$ cat config.mk
export PLATFORM = sky130hd
export DESIGN_NAME = reg_scoreboard
export DESIGN_NICKNAME = d
export VERILOG_FILES = /design/src/rtl/reg_scoreboard.sv
export SDC_FILE = /design/constraint.sdc
export NUM_CORES = 1
export LEC_CHECK = 0
export CAP_MARGIN = 0
export CORE_ASPECT_RATIO = 1.4
export CORE_UTILIZATION = 55
export CTS_BUF_LIST = sky130_fd_sc_hd__clkbuf_16
export CTS_CLUSTER_SIZE = 30
export DETAILED_ROUTE_END_ITERATION = 7
export PLACE_DENSITY = 0.89
export SLEW_MARGIN = 30
export SYNTH_ARGS = -nofsm -noshare
export SYNTH_HDL_FRONTEND = slang
export SYNTH_SLANG_ARGS = --single-unit
export TNS_END_PERCENT = 20
$ cat constraint.sdc
create_clock -name CLK -period 8.5 [get_ports CLK]
set_input_delay 1.7 -clock CLK [delete_from_list [all_inputs] [get_ports CLK]]
set_output_delay 1.7 -clock CLK [all_outputs]
set_load 0.1 [all_outputs]
$ cat src/rtl/reg_scoreboard.sv
// Register scoreboard: tracks in-flight writes per register code, stalls decode on
// RAW/overflow hazards, drives the register-file write port and supports pipeline drain.
module reg_scoreboard #(
    parameter int CNT_W = 2
) (
    input  logic        CLK,
    input  logic        RST,
    input  logic        issueValid,
    input  logic        srcAValid,
    input  logic [3:0]  srcA,
    input  logic        srcBValid,
    input  logic [2:0]  srcB,
    input  logic        dstValid,
    input  logic [3:0]  dst,
    input  logic        wbValid,
    input  logic [3:0]  wbReg,
    input  logic [15:0] wbData,
    input  logic        drainReq,
    output logic        issueStall,
    output logic        drainDone,
    output logic        rfRegWrite,
    output logic [1:0]  rfWriteSpecReg,
    output logic [2:0]  rfR3,
    output logic [15:0] rfInData3,
    output logic [10:0] pendingMask,
    output logic [15:0] stallCount,
    output logic [1:0]  dbgState     // 0 = RUN, 1 = DRAIN, 2 = DONE
);

    localparam int NREG = 11;
    localparam logic [CNT_W-1:0] CNT_MAX = '1;
    localparam logic [CNT_W-1:0] CNT_ONE = CNT_W'(1);

    typedef enum logic [1:0] {
        ST_RUN   = 2'd0,
        ST_DRAIN = 2'd1,
        ST_DONE  = 2'd2
    } state_t;

    state_t            state_q, state_d;
    logic [CNT_W-1:0]  count_q [NREG];
    logic [CNT_W-1:0]  count_d [NREG];
    logic [CNT_W-1:0]  cnt_ext [16];
    logic [15:0]       stall_cnt_q, stall_cnt_d;
    logic [3:0]        src_b_code;
    logic              haz_a, haz_b, haz_d;
    logic              issue_ok, all_zero_d;
    logic              inc, dec;

    // Codes 11-15 read as a zero count, so they can never hazard or pend.
    always_comb begin
        for (int i = 0; i < 16; i++) cnt_ext[i] = '0;
        for (int i = 0; i < NREG; i++) cnt_ext[i] = count_q[i];
    end

    assign src_b_code = {1'b0, srcB};

    // A writeback retiring the last in-flight write is bypassed via the falling-edge RF write.
    assign haz_a = srcAValid && (cnt_ext[srcA] != '0)
                   && !(wbValid && (wbReg == srcA) && (cnt_ext[srcA] == CNT_ONE));
    assign haz_b = srcBValid && (cnt_ext[src_b_code] != '0)
                   && !(wbValid && (wbReg == src_b_code) && (cnt_ext[src_b_code] == CNT_ONE));
    assign haz_d = dstValid && (cnt_ext[dst] == CNT_MAX) && !(wbValid && (wbReg == dst));

    assign issueStall = (state_q != ST_RUN) | drainReq | haz_a | haz_b | haz_d;
    assign issue_ok   = issueValid & ~issueStall;

    always_comb begin
        all_zero_d  = 1'b1;
        pendingMask = '0;
        inc         = 1'b0;
        dec         = 1'b0;
        for (int i = 0; i < NREG; i++) begin
            inc = issue_ok && dstValid && (dst == 4'(i));
            dec = wbValid && (wbReg == 4'(i)) && (count_q[i] != '0);
            count_d[i] = count_q[i];
            if (inc && !dec) begin
                count_d[i] = count_q[i] + CNT_ONE;
            end else if (dec && !inc) begin
                count_d[i] = count_q[i] - CNT_ONE;
            end
            if (count_d[i] != '0) all_zero_d = 1'b0;
            pendingMask[i] = (count_q[i] != '0);
        end
    end

    always_comb begin
        state_d = state_q;
        case (state_q)
            ST_RUN: begin
                if (drainReq) state_d = ST_DRAIN;
            end
            ST_DRAIN: begin
                if (!drainReq) begin
                    state_d = ST_RUN;
                end else if (all_zero_d) begin
                    state_d = ST_DONE;
                end
            end
            ST_DONE: begin
                if (!drainReq) state_d = ST_RUN;
            end
            default: state_d = ST_RUN;
        endcase
    end

    always_comb begin
        stall_cnt_d = stall_cnt_q;
        if (issueValid && issueStall && (stall_cnt_q != 16'hFFFF)) begin
            stall_cnt_d = stall_cnt_q + 16'd1;
        end
    end

    always_ff @(posedge CLK or posedge RST) begin
        if (RST) begin
            state_q     <= ST_RUN;
            stall_cnt_q <= '0;
            for (int i = 0; i < NREG; i++) count_q[i] <= '0;
        end else begin
            state_q     <= state_d;
            stall_cnt_q <= stall_cnt_d;
            for (int i = 0; i < NREG; i++) count_q[i] <= count_d[i];
        end
    end

    assign drainDone  = (state_q == ST_DONE);
    assign stallCount = stall_cnt_q;
    assign dbgState   = state_q;

    assign rfRegWrite = wbValid & (wbReg <= 4'd10);
    assign rfR3       = wbReg[2:0];
    assign rfInData3  = wbData;

    always_comb begin
        case (wbReg)
            4'd8:    rfWriteSpecReg = 2'b01;
            4'd9:    rfWriteSpecReg = 2'b10;
            4'd10:   rfWriteSpecReg = 2'b11;
            default: rfWriteSpecReg = 2'b00;
        endcase
    end

endmodule

==> results.cfg <==
[worst_hold_path]
hp-class = flop to flop

[power_and_ir_drop]
power_frac_seq_pct = 24.1
leakage_uw = 0.00177
p_per_area_nw_per_um2 = 339
p_sw_share_pct = 54.6
clkPwrFrac_pct = 12.3
pwr-share-comb_pct = 63.6
internal_power_uw = 663
p_sw_uw = 795
ir_drop_mv = 0.434

[finish]
multi_input_area_um2 = 2310
fill_cells = 536
drive_gt1_share_pct = 5.68
diodes = 0
area_delta_synth_final_pct = 16.1
regArea_um2 = 1000
nets = 509

[placement]
gp_congestion = 1.01
pre_cts_ws_ns = 1.35
hpwl_um = 7990
io_buffers = 59

[synthesis]
yosysSeqAreaShare_pct = 27.0
synthFlopType = dfrtp_1
synthMostInstantiatedCell = inv_1
syn-cell-area_um2 = 3700
ys_top_cells_by_area = dfrtp_1, xnor2_1, xor2_1
avgSynthCellArea_um2 = 8.67
syn-instance-count = 427
ys_top_cells_by_count = inv_1, dfrtp_1, xnor2_1, nand2_1, nor2_1
yosysTopAreaCellShare_pct = 27.0
muxShareOfSynthArea_pct = 8.22
synth-simple-area-share_pct = 24.2
ys_types = 65
synth_adder_area_share_pct = 6.76
synth_seq_cells = 40
synth_xor_area_share_pct = 12.3
yosysTopAreaCell = dfrtp_1
synth_compound_area_share_pct = 11.0
synth_top_family_by_area = simple AND/OR/NAND/NOR gates
synth_warnings = 0
syn_nets = 478
async_reset_ff_share_pct = 100
synth_edf_count = 0

[sta]
finalSetupViolCount = 0
setup_tns_ns = 0
finalMaxSlewViolations = 0
worst_pin_slew_ns = 0.998
fin_crit_sh_pct = 84.8
slew_headroom_pct = 33.2
fin_ws_ns = 1.29
fmax_mhz = 139
timing.hold.ws_ns = 0.485
rsz0062_at_grt = false
finClkSkew_ns = 0.00498
hold_violations = 0
period_needed_ns = 7.21

[grt]
grtUsageTotal_pct = 30.8
grt_pass1_wl_um = 16500
overflow = 0
grt_max_degree = 41
antenna_found_initial = 0
grt_pass1_vias = 3295

[worst_setup_path]
r2r-start = cnt_ext[31]
cp.required_ns = 6.80
critPathLaunch = dst[1]
crit_type = input port to output port
critPathLaunchType = input port
endpoint_kind = output port
r2r_slack_ns = 4.55
worst_ep_arrival_time_ns = 5.51
endpoint = issueStall
r2r-end = dbgState[1]
cp_max_fo = 19
reg2reg_depth = 10

[routing]
wl_per_cell_um = 19.9
vias_per_cell = 6.36
detail-route-antenna-nets = 0
wirelength_um = 10600
vias = 3382
first_iter_violations = 212
first_pass_iters = 8
drt_drc_violations_left = 11

[clocking]
ctsLongestPathBuffers = 2
cts_resized = 0
htreeDepth = 2
cts_tree = built
cts_sinks = 40
path_clk_slew_ns = 0.05
cts_buffers = 5
cts_setup_buffers = 0
clkLatencyLatePin_ns = 0.28
cts_hold_buf = 0
cts_root_buf = clkbuf_16

[run_status]
status = finished, violations left
violations = design-rule violations

[flow_run]
cap_viol_max_count = 0

[floorplan]
dieHeight_um = 99.1
start_util_pct = 56.7
dieWidth_um = 71.3
die-area_um2 = 7070
std_cell_rows = 35
ios = 92
core_um2 = 6530
==> routing by layer <==
layer	wire length, µm	GRT usage, %	vias to the layer above	part of all wire, %
met5	0	0	-	0
met4	547	16.3	0	5.2
met3	708	3.27	49	6.7
met2	5300	53.9	197	50
met1	4050	36.5	1586	38
li1	-	-	1550	-
==> worst min-delay path by stage <==
stage | from | endpoint | slack [ns] | depth (start not counted)
global placement | stallCount[9] | stallCount[9] | 0.47 | 1
detailed placement | stallCount[7] | stallCount[7] | 0.49 | 1
CTS | stallCount[7] | stallCount[7] | 0.49 | 1
global route | stallCount[7] | stallCount[7] | 0.50 | 1
floorplan | cnt_ext[29] | cnt_ext[29] | 0.57 | 2
finish | stallCount[7] | stallCount[7] | 0.49 | 1
==> power by group through the flow <==
| stage | Sequential [µW] | Combinational [µW] | Clock [µW] |
|---|---|---|---|
| 2_1_floorplan | 418 | 647 | 0 |
| 3_3_place_gp | 349 | 897 | 0 |
| 3_5_place_dp | 351 | 913 | 0 |
| 4_1_cts | 348 | 922 | 180 |
| 5_1_grt | 357 | 979 | 185 |
| 6_report | 352 | 927 | 179 |
==> worst max-delay path: stages <==
cell	delay, ns
clkdlybuf4s50_1	0.76
nand2b_1	0.42
o221a_2	0.33
o32ai_1	0.29
nand2_1	0.44
nand3_1	0.36
clkdlybuf4s50_1	1.20
==> per-stage QoR <==
step	utilization, %	power, µW	area [µm²]	cells
3_3_place_gp	63.8	1250	4160	525
5_1_grt	65.8	1520	4300	532
4_1_cts	65.8	1450	4300	532
6_report	65.8	1460	4300	532
3_5_place_dp	63.8	1260	4160	525
2_1_floorplan	-	1070	3700	427
==> cells by family after synthesis <==
kind of cell	count (synthesis)
fa+ha+maj	22
buf+inv	79
compound gates	53
simple gates	159
mux	22
flops	40
xor+xnor	52
==> state kept, by name (all words and copies together) (netlist names) <==
| register | count |
|---|---|
| stallCount | 16 |
| dbgState | 2 |
| cnt_ext | 22 |
==> cell type report <==
type | count | area share (%)
clock inverters | 2 | 0.175
inverters | 43 | 3.76
clock buffers | 5 | 2.91
repair buffers | 60 | 13.9
multi-input cells | 308 | 53.8
flip-flops and latches | 40 | 23.3
well taps | 74 | 2.15
==> cell usage in the layout, fill, tap and decap left out, types with 7 or more instances in the layout <==
cell,instances
nor4_1,7
nor3_1,15
nand4_1,11
and4_1,7
maj3_1,10
nor2_1,28
xnor2_1,33
mux2i_1,12
nand3_1,9
xor2_1,19
nand2_1,28
ha_1,12
inv_1,43
dfrtp_1,40
nand2b_1,13
clkdlybuf4s50_1,59
Power figures use the tool's default switching activity.
